==> config.mk <==
export PLATFORM = sky130hd
export DESIGN_NAME = serializer_flat
export DESIGN_NICKNAME = d
export VERILOG_FILES = /design/src/rtl/serializer_if.sv /design/src/rtl/serializer.sv /design/src/flat_wrapper.sv
export SDC_FILE = /design/constraint.sdc
export NUM_CORES = 1
export LEC_CHECK = 0
export BUFFER_PORTS_ARGS = -buffer_cell sky130_fd_sc_hd__buf_2
export CORE_MARGIN = 5
export CORE_UTILIZATION = 45
export CTS_CLUSTER_DIAMETER = 80
export DETAILED_ROUTE_END_ITERATION = 10
export PLACE_DENSITY = 0.68
export SLEW_MARGIN = 20
export SYNTH_ARGS = -nofsm -noshare
export SYNTH_HDL_FRONTEND = slang
export SYNTH_SLANG_ARGS = --single-unit
==> constraint.sdc <==
create_clock -name clk_i -period 3.4 [get_ports clk_i]
set_clock_uncertainty 0.2 [all_clocks]
set_input_delay 0.51 -clock clk_i [delete_from_list [all_inputs] [get_ports clk_i]]
set_output_delay 0.51 -clock clk_i [all_outputs]
set_load 0.01 [all_outputs]
==> src/rtl/serializer_if.sv <==
// Parallel word input and serial bit output of the serializer.
// The master side supplies words; the slave side is the serializer.
interface serializer_if #(
    parameter int WIDTH = 16
);
    localparam int MOD_W = $clog2(WIDTH);

    logic [WIDTH-1:0] data_i;
    logic [MOD_W-1:0] data_mod_i;
    logic             data_val_i;
    logic             ser_data_o;
    logic             ser_data_val_o;
    logic             busy_o;

    modport master (
        output data_i,
        output data_mod_i,
        output data_val_i,
        input  ser_data_o,
        input  ser_data_val_o,
        input  busy_o
    );

    modport slave (
        input  data_i,
        input  data_mod_i,
        input  data_val_i,
        output ser_data_o,
        output ser_data_val_o,
        output busy_o
    );
endinterface

==> src/rtl/serializer.sv <==
// Parallel-to-serial converter: shifts a latched word out MSB first, one bit
// per clock, for 3..WIDTH bits (data_mod_i = 0 selects the full width).
module serializer #(
    parameter int WIDTH = 16,
    parameter int MOD_W = $clog2(WIDTH)
) (
    input  logic         clk_i,
    input  logic         srst_i,
    serializer_if.slave  bus
);

    typedef enum logic {IDLE, SHIFT} state_t;

    state_t           state, state_nxt;
    logic [WIDTH-1:0] shreg, shreg_nxt;
    logic [MOD_W-1:0] cnt, cnt_nxt;
    logic             ser_data, ser_data_nxt;
    logic             ser_val, ser_val_nxt;

    // Lengths 1 and 2 are rejected; 0 encodes a full-width word.
    function automatic logic len_ok(input logic [MOD_W-1:0] m);
        return (m == '0) || (m >= MOD_W'(3));
    endfunction

    function automatic logic [MOD_W-1:0] len_m1(input logic [MOD_W-1:0] m);
        return (m == '0) ? {MOD_W{1'b1}} : m - 1'b1;
    endfunction

    always_ff @(posedge clk_i) begin
        if (srst_i) begin
            state    <= IDLE;
            shreg    <= '0;
            cnt      <= '0;
            ser_data <= 1'b0;
            ser_val  <= 1'b0;
        end else begin
            state    <= state_nxt;
            shreg    <= shreg_nxt;
            cnt      <= cnt_nxt;
            ser_data <= ser_data_nxt;
            ser_val  <= ser_val_nxt;
        end
    end

    always_comb begin
        state_nxt    = state;
        shreg_nxt    = shreg;
        cnt_nxt      = cnt;
        ser_data_nxt = 1'b0;
        ser_val_nxt  = 1'b0;
        case (state)
            IDLE: begin
                // The MSB goes straight to the output register on accept, so
                // the shift register holds only the bits still to come.
                if (bus.data_val_i && len_ok(bus.data_mod_i)) begin
                    state_nxt    = SHIFT;
                    ser_data_nxt = bus.data_i[WIDTH-1];
                    ser_val_nxt  = 1'b1;
                    shreg_nxt    = {bus.data_i[WIDTH-2:0], 1'b0};
                    cnt_nxt      = len_m1(bus.data_mod_i);
                end
            end
            SHIFT: begin
                if (cnt == '0) begin
                    state_nxt = IDLE;
                end else begin
                    ser_data_nxt = shreg[WIDTH-1];
                    ser_val_nxt  = 1'b1;
                    shreg_nxt    = {shreg[WIDTH-2:0], 1'b0};
                    cnt_nxt      = cnt - 1'b1;
                end
            end
            default: state_nxt = IDLE;
        endcase
    end

    assign bus.ser_data_o     = ser_data;
    assign bus.ser_data_val_o = ser_val;
    assign bus.busy_o         = (state == SHIFT);

endmodule

==> src/flat_wrapper.sv <==
// flat-port wrapper written by rule: the top's interface ports become plain ports
module serializer_flat 
#(
    parameter int WIDTH = 16,
    parameter int MOD_W = $clog2(WIDTH)
)
  (clk_i, srst_i, bus_data_i, bus_data_mod_i, bus_data_val_i, bus_ser_data_o, bus_ser_data_val_o, bus_busy_o);
  serializer_if #(.WIDTH(WIDTH)) bus_i ();
  input  logic clk_i;
  input  logic srst_i;
  input wire logic [$bits(bus_i.data_i)-1:0] bus_data_i;
  input wire logic [$bits(bus_i.data_mod_i)-1:0] bus_data_mod_i;
  input wire logic [$bits(bus_i.data_val_i)-1:0] bus_data_val_i;
  output wire logic [$bits(bus_i.ser_data_o)-1:0] bus_ser_data_o;
  output wire logic [$bits(bus_i.ser_data_val_o)-1:0] bus_ser_data_val_o;
  output wire logic [$bits(bus_i.busy_o)-1:0] bus_busy_o;
  assign bus_i.data_i = bus_data_i;
  assign bus_i.data_mod_i = bus_data_mod_i;
  assign bus_i.data_val_i = bus_data_val_i;
  assign bus_ser_data_o = bus_i.ser_data_o;
  assign bus_ser_data_val_o = bus_i.ser_data_val_o;
  assign bus_busy_o = bus_i.busy_o;
  serializer #(.WIDTH(WIDTH), .MOD_W(MOD_W)) u_core (.clk_i(clk_i), .srst_i(srst_i), .bus(bus_i));
endmodule
* Yosys cells after proc, flatten, opt, wreduce, memory -nomap -nowiden *
Index checks and enable logic that the tools add are counted.
Widths: inputs -> output; s select.

storage, ports and cells
  bits in registers = 22
  input port bits = 23
  output and inout bits = 3
  logic and storage cells = 28

operators by class
  $lt $le $gt $ge = 1
  reduce and logical (&&, ||, !) cells = 5
  eq/ne operators = 2
  multiplexer cells = 13
  $add $sub $neg = 2
  bitwise logic cells = 1

operators with widths
  kind                 number
  $mux 16              2
  $pmux 16 s2          1
  $mux 4               3
  $logic_not 4->1      2
  $pmux 4 s2           1
  $sub 4x1->4 const B  2
  $ge 4x2->1 const B   1
  $mux 1               4
  $pmux 1 s2           2
  $ne 2x1->1 const B   1
  $ne 2x2->1 const B   1
  $reduce_and 2->1     1
  $logic_and 1x1->1    1
  $logic_or 1x1->1     1
  $not 1->1            1

* Depth between registers and ports, before layout *
  depth in word-level cells = 5
  mapped depth = 7
  gate-level depth less buffers = 6

* Least setup slack after synthesis *
Ideal clock, no wire load.

  kind = input to register
  start point = input bus_data_mod_i[0]
  end point = register u_core.shreg[11]
  slack = 1.542 ns
  path buffers = 1
  arrival = 1.519 ns
  library setup time = 0.139 ns
  required time = 3.061 ns
  stages on the path = 6
  cells stage by stage = ha_1 nor4_4 o22ai_4 buf_6 nor2_1 a211oi_2

on the way
  longest elaborated chain between the ends = 5
  elaborated cells between the ends (all ways) = 6
  those cells by class = order compare: 1; eq/ne: 1; reduce/logical: 4

ends and longest elaborated chain
  element                                               RTL line            source
  start: declaration                                    flat_wrapper.sv:12  input wire logic [$bits(bus_i.data_mod_i)-1:0] bus_data_mod_i;
  $ge 4x2->1 / $logic_not 4->1 (equally long branches)  serializer.sv:22    return (m == '0) || (m >= MOD_W'(3));
  $logic_or 1x1->1 (*)                                  serializer.sv:22
  $logic_and 1x1->1 (*)                                 serializer.sv:55    if (bus.data_val_i && len_ok(bus.data_mod_i)) begin
  $ne 2x1->1 (no line) (*)                              -
  $reduce_and 2->1 (no line) (*)                        -
  end signal: assignment                                serializer.sv:38    shreg <= shreg_nxt;
  end: declaration                                      serializer.sv:15    logic [WIDTH-1:0] shreg, shreg_nxt;

Every way passes the cells marked *; elsewhere a longest branch is shown, timed or not.
A chain may end at the register's enable or synchronous reset.

* Worst setup path after layout *
  start point = register u_core.cnt[0]
  end point = register u_core.shreg[10]

on the way
  longest elaborated chain between the ends = 3

ends and longest elaborated chain
  element                     RTL line          source
  start: declaration          serializer.sv:16  logic [MOD_W-1:0] cnt, cnt_nxt;
  start signal: assignment    serializer.sv:39  cnt <= cnt_nxt;
  $logic_not 4->1             serializer.sv:64  if (cnt == '0) begin
  $ne 2x2->1 (no line)        -
  $reduce_and 2->1 (no line)  -

No other way between the ends.

==> impl_metrics.tcl <==
set metrics [dict create \
    fmax_mhz 449 \
    setup_viol 0 \
    areaGrowthSynthToFinish_pct 12.7 \
    min_to "u_core.bus.ser_data_o" \
    path_class "reg -> reg" \
    synth.net_count 140 \
    power-per-cell-area_nw_per_um2 470 \
    antenna_found_initial 0 \
    min_from "bus_data_i[15]" \
    ys_async_sr_fraction_pct 0 \
    tightest_slew_ps 616 \
    final.min_clock_period_ps 2230 \
    clk_latency_ps 300 \
    ant_nets 0 \
    dominantRegCellSynth "dfxtp_1" \
    fp-row-count 18 \
    finalSetupTns_ps 0 \
    p_total_mw 0.618 \
    cts_buffers 3 \
    synth_area_leader_cell "dfxtp_1" \
    synth_enable_flop_cells 0 \
    drcViolationCount 0 \
    yosys-top-cells-area "dfxtp_1 36%, mux2i_1 16%, a211oi_2 15%, nor2_1 6.8%, ha_1 3.2%" \
    grt_pass1_wl_mm 3.46 \
    status "complete, no violations" \
    hpwlAfterDp_mm 1.57 \
    slew_violations 0 \
    p_leak_nw 0.543 \
    cts-hold-fix-buffers 0 \
    grt-ovfl-total 0 \
    post_cts_buffers 0 \
    clk_pin_slew_worst_paths_ps 120 \
    cap_violations 0 \
    post-route-util_pct 53.0 \
    r2r_cells 7 \
    drive_gt1_share_pct 37.2 \
    grt_pass1_vias 828 \
    h-tree-depth 1 \
    coreArea_um2 2480 \
    max-clock-path-buffers 2 \
    slew_headroom_pct 59.0 \
    netlist.area_leader.share_pct 36.1 \
    worst_ep_required_time_ps 3420 \
    gp_congestion 0.783 \
    yosysSeqAreaShare_pct 36.1 \
    fp.dieH_um 60.9 \
    die-area_um2 3710 \
    grtUsageTotal_pct 12.2 \
    syn_avg_cell_area_um2 10.2 \
    via_per_inst 5.30 \
    post_drt_wl_per_cell_um 12.6 \
    fillers 251 \
    ys_types 26 \
    crit_fanout 18 \
    grt_max_degree 22 \
    vias 885 \
    initial_core_util_pct 47.1 \
    cts_tree "yes" \
    hold_slack_ps 248 \
    insertedDiodeCount 0 \
    ff2ff_setup_slack_ps 1170 \
    cp-end-kind "flop" \
    die_w_um 60.9 \
    cts_root_buffer "clkbuf_4" \
    cp_data_arrival_time_ps 2250 \
    hold_viol 0 \
    startpoint_type "flop" \
    rsz0062_at_grt "no" \
    hold_depth 3 \
    nNetsFinal 164 \
    cts_resized 0 \
    cts.sink_count 21 \
    period_share_pct 65.5 \
    syn_area_um2 1170 \
    dr.pass1.iters 4 \
    wl_mm 2.10 \
    peakVddDrop_mv 0.313 \
    drt-initial-drc-count 18 \
    worstReg2RegStart "u_core.cnt[0]" \
    yosysWarningCount 0 \
    synth_seq_cells 21 \
    hold_path.class "in -> reg" \
    reg2reg_to "u_core.shreg[10]" \
    io_pins 26 \
    synth_cells 114 \
    io_buffer_count 25 \
]
==> stage by stage <==
stage / cell area [um2] / instances / setup WS (ps)
after global routing: 1310 / 167 / 1050
after detailed placement: 1290 / 163 / 921
after CTS: 1310 / 167 / 1150
after global placement: 1290 / 163 / 1030
final: 1310 / 167 / 1170
after floorplan: 1170 / 114 / 1540
==> registers in the layout, summed over array words and instances (netlist names) <==
signal and flops:
u_core.shreg 15, u_core.cnt 4, u_core.bus.ser_data_o 1, u_core.bus.ser_data_val_o 1
==> layer usage <==
metal  vias to the layer above  share of wire (%)  track usage (%)
li1                        446                  -                -
met3                         2                7.9             2.34
met2                        22                 47             20.6
met4                         0               0.90             4.64
met5                         -                  0                0
met1                       415                 44             15.4
==> Yosys cell counts, types with 2 or more instances <==
| cell type | n |
|---|---|
| mux2i_1 | 19 |
| nor3_1 | 2 |
| xnor2_1 | 3 |
| buf_4 | 3 |
| nand2_1 | 3 |
| inv_1 | 6 |
| a21oi_1 | 2 |
| dfxtp_1 | 21 |
| ha_1 | 3 |
| nor2_1 | 21 |
| clkbuf_1 | 2 |
| buf_6 | 2 |
| a211oi_2 | 14 |
==> worst max-delay path, stage by stage (launching register included) <==
cell      delay, ps
dfxtp_1         390
inv_1            60
ha_1            210
nor3b_2         180
o22ai_4         480
buf_4           360
nor2_1           80
a211oi_2        190
==> how the worst max path moves through the flow <==
stage,start,to,slack [ps],cells past startpoint
detailed placement,bus_data_mod_i[0],u_core.shreg[10],920,8
global route,u_core.cnt[0],u_core.shreg[8],1050,7
floorplan,bus_data_mod_i[0],u_core.shreg[11],1540,6
CTS,u_core.cnt[0],u_core.shreg[10],1150,7
finish,u_core.cnt[0],u_core.shreg[10],1170,7
global placement,bus_data_mod_i[0],u_core.shreg[14],1030,8
==> final cells by class <==
cell class              instances  area, um2  area share (%)
multi-input cells              78        662            50.4
flip-flops and latches         21        420            32.0
repair buffers                 27        140            10.7
well taps                      30       37.5            2.86
inverters                       7       26.3            2.00
clock buffers                   3       22.5            1.71
clock inverters                 1       5.00           0.381
==> cells by family (layout without fill, tap and decap cells) <==
group                      count (synthesis)  after routing  share of synthesized area [%]
and+or+nand+nor                           31             31                           13.2
DFF                                       21             21                           36.1
xor gates and xnor gates                   3              3                           2.25
AOI/OAI and AO/OA                         22             22                           21.8
buffers and inverters                     15             38                           7.19
muxes                                     19             19                           16.3
adders and majority gates                  3              3                           3.22
==> cell usage in the layout (no fill, tap or decap), types with 3 or more instances in the layout <==
cell      instances
xnor2_1           3
ha_1              3
a211oi_2         14
inv_1             6
buf_2            25
mux2i_1          19
dfxtp_1          21
clkbuf_4          3
nor2_1           21
nand2_1           3
==> power breakdown <==
group	leakage, nW	switching, mW	internal (mW)	total [mW]
Sequential	0.174	0.0213	0.280	0.302
Clock	0.0177	0.0753	0.0438	0.119
Combinational	0.351	0.104	0.0930	0.197
Note: power is estimated with default switching activity, not from simulation.
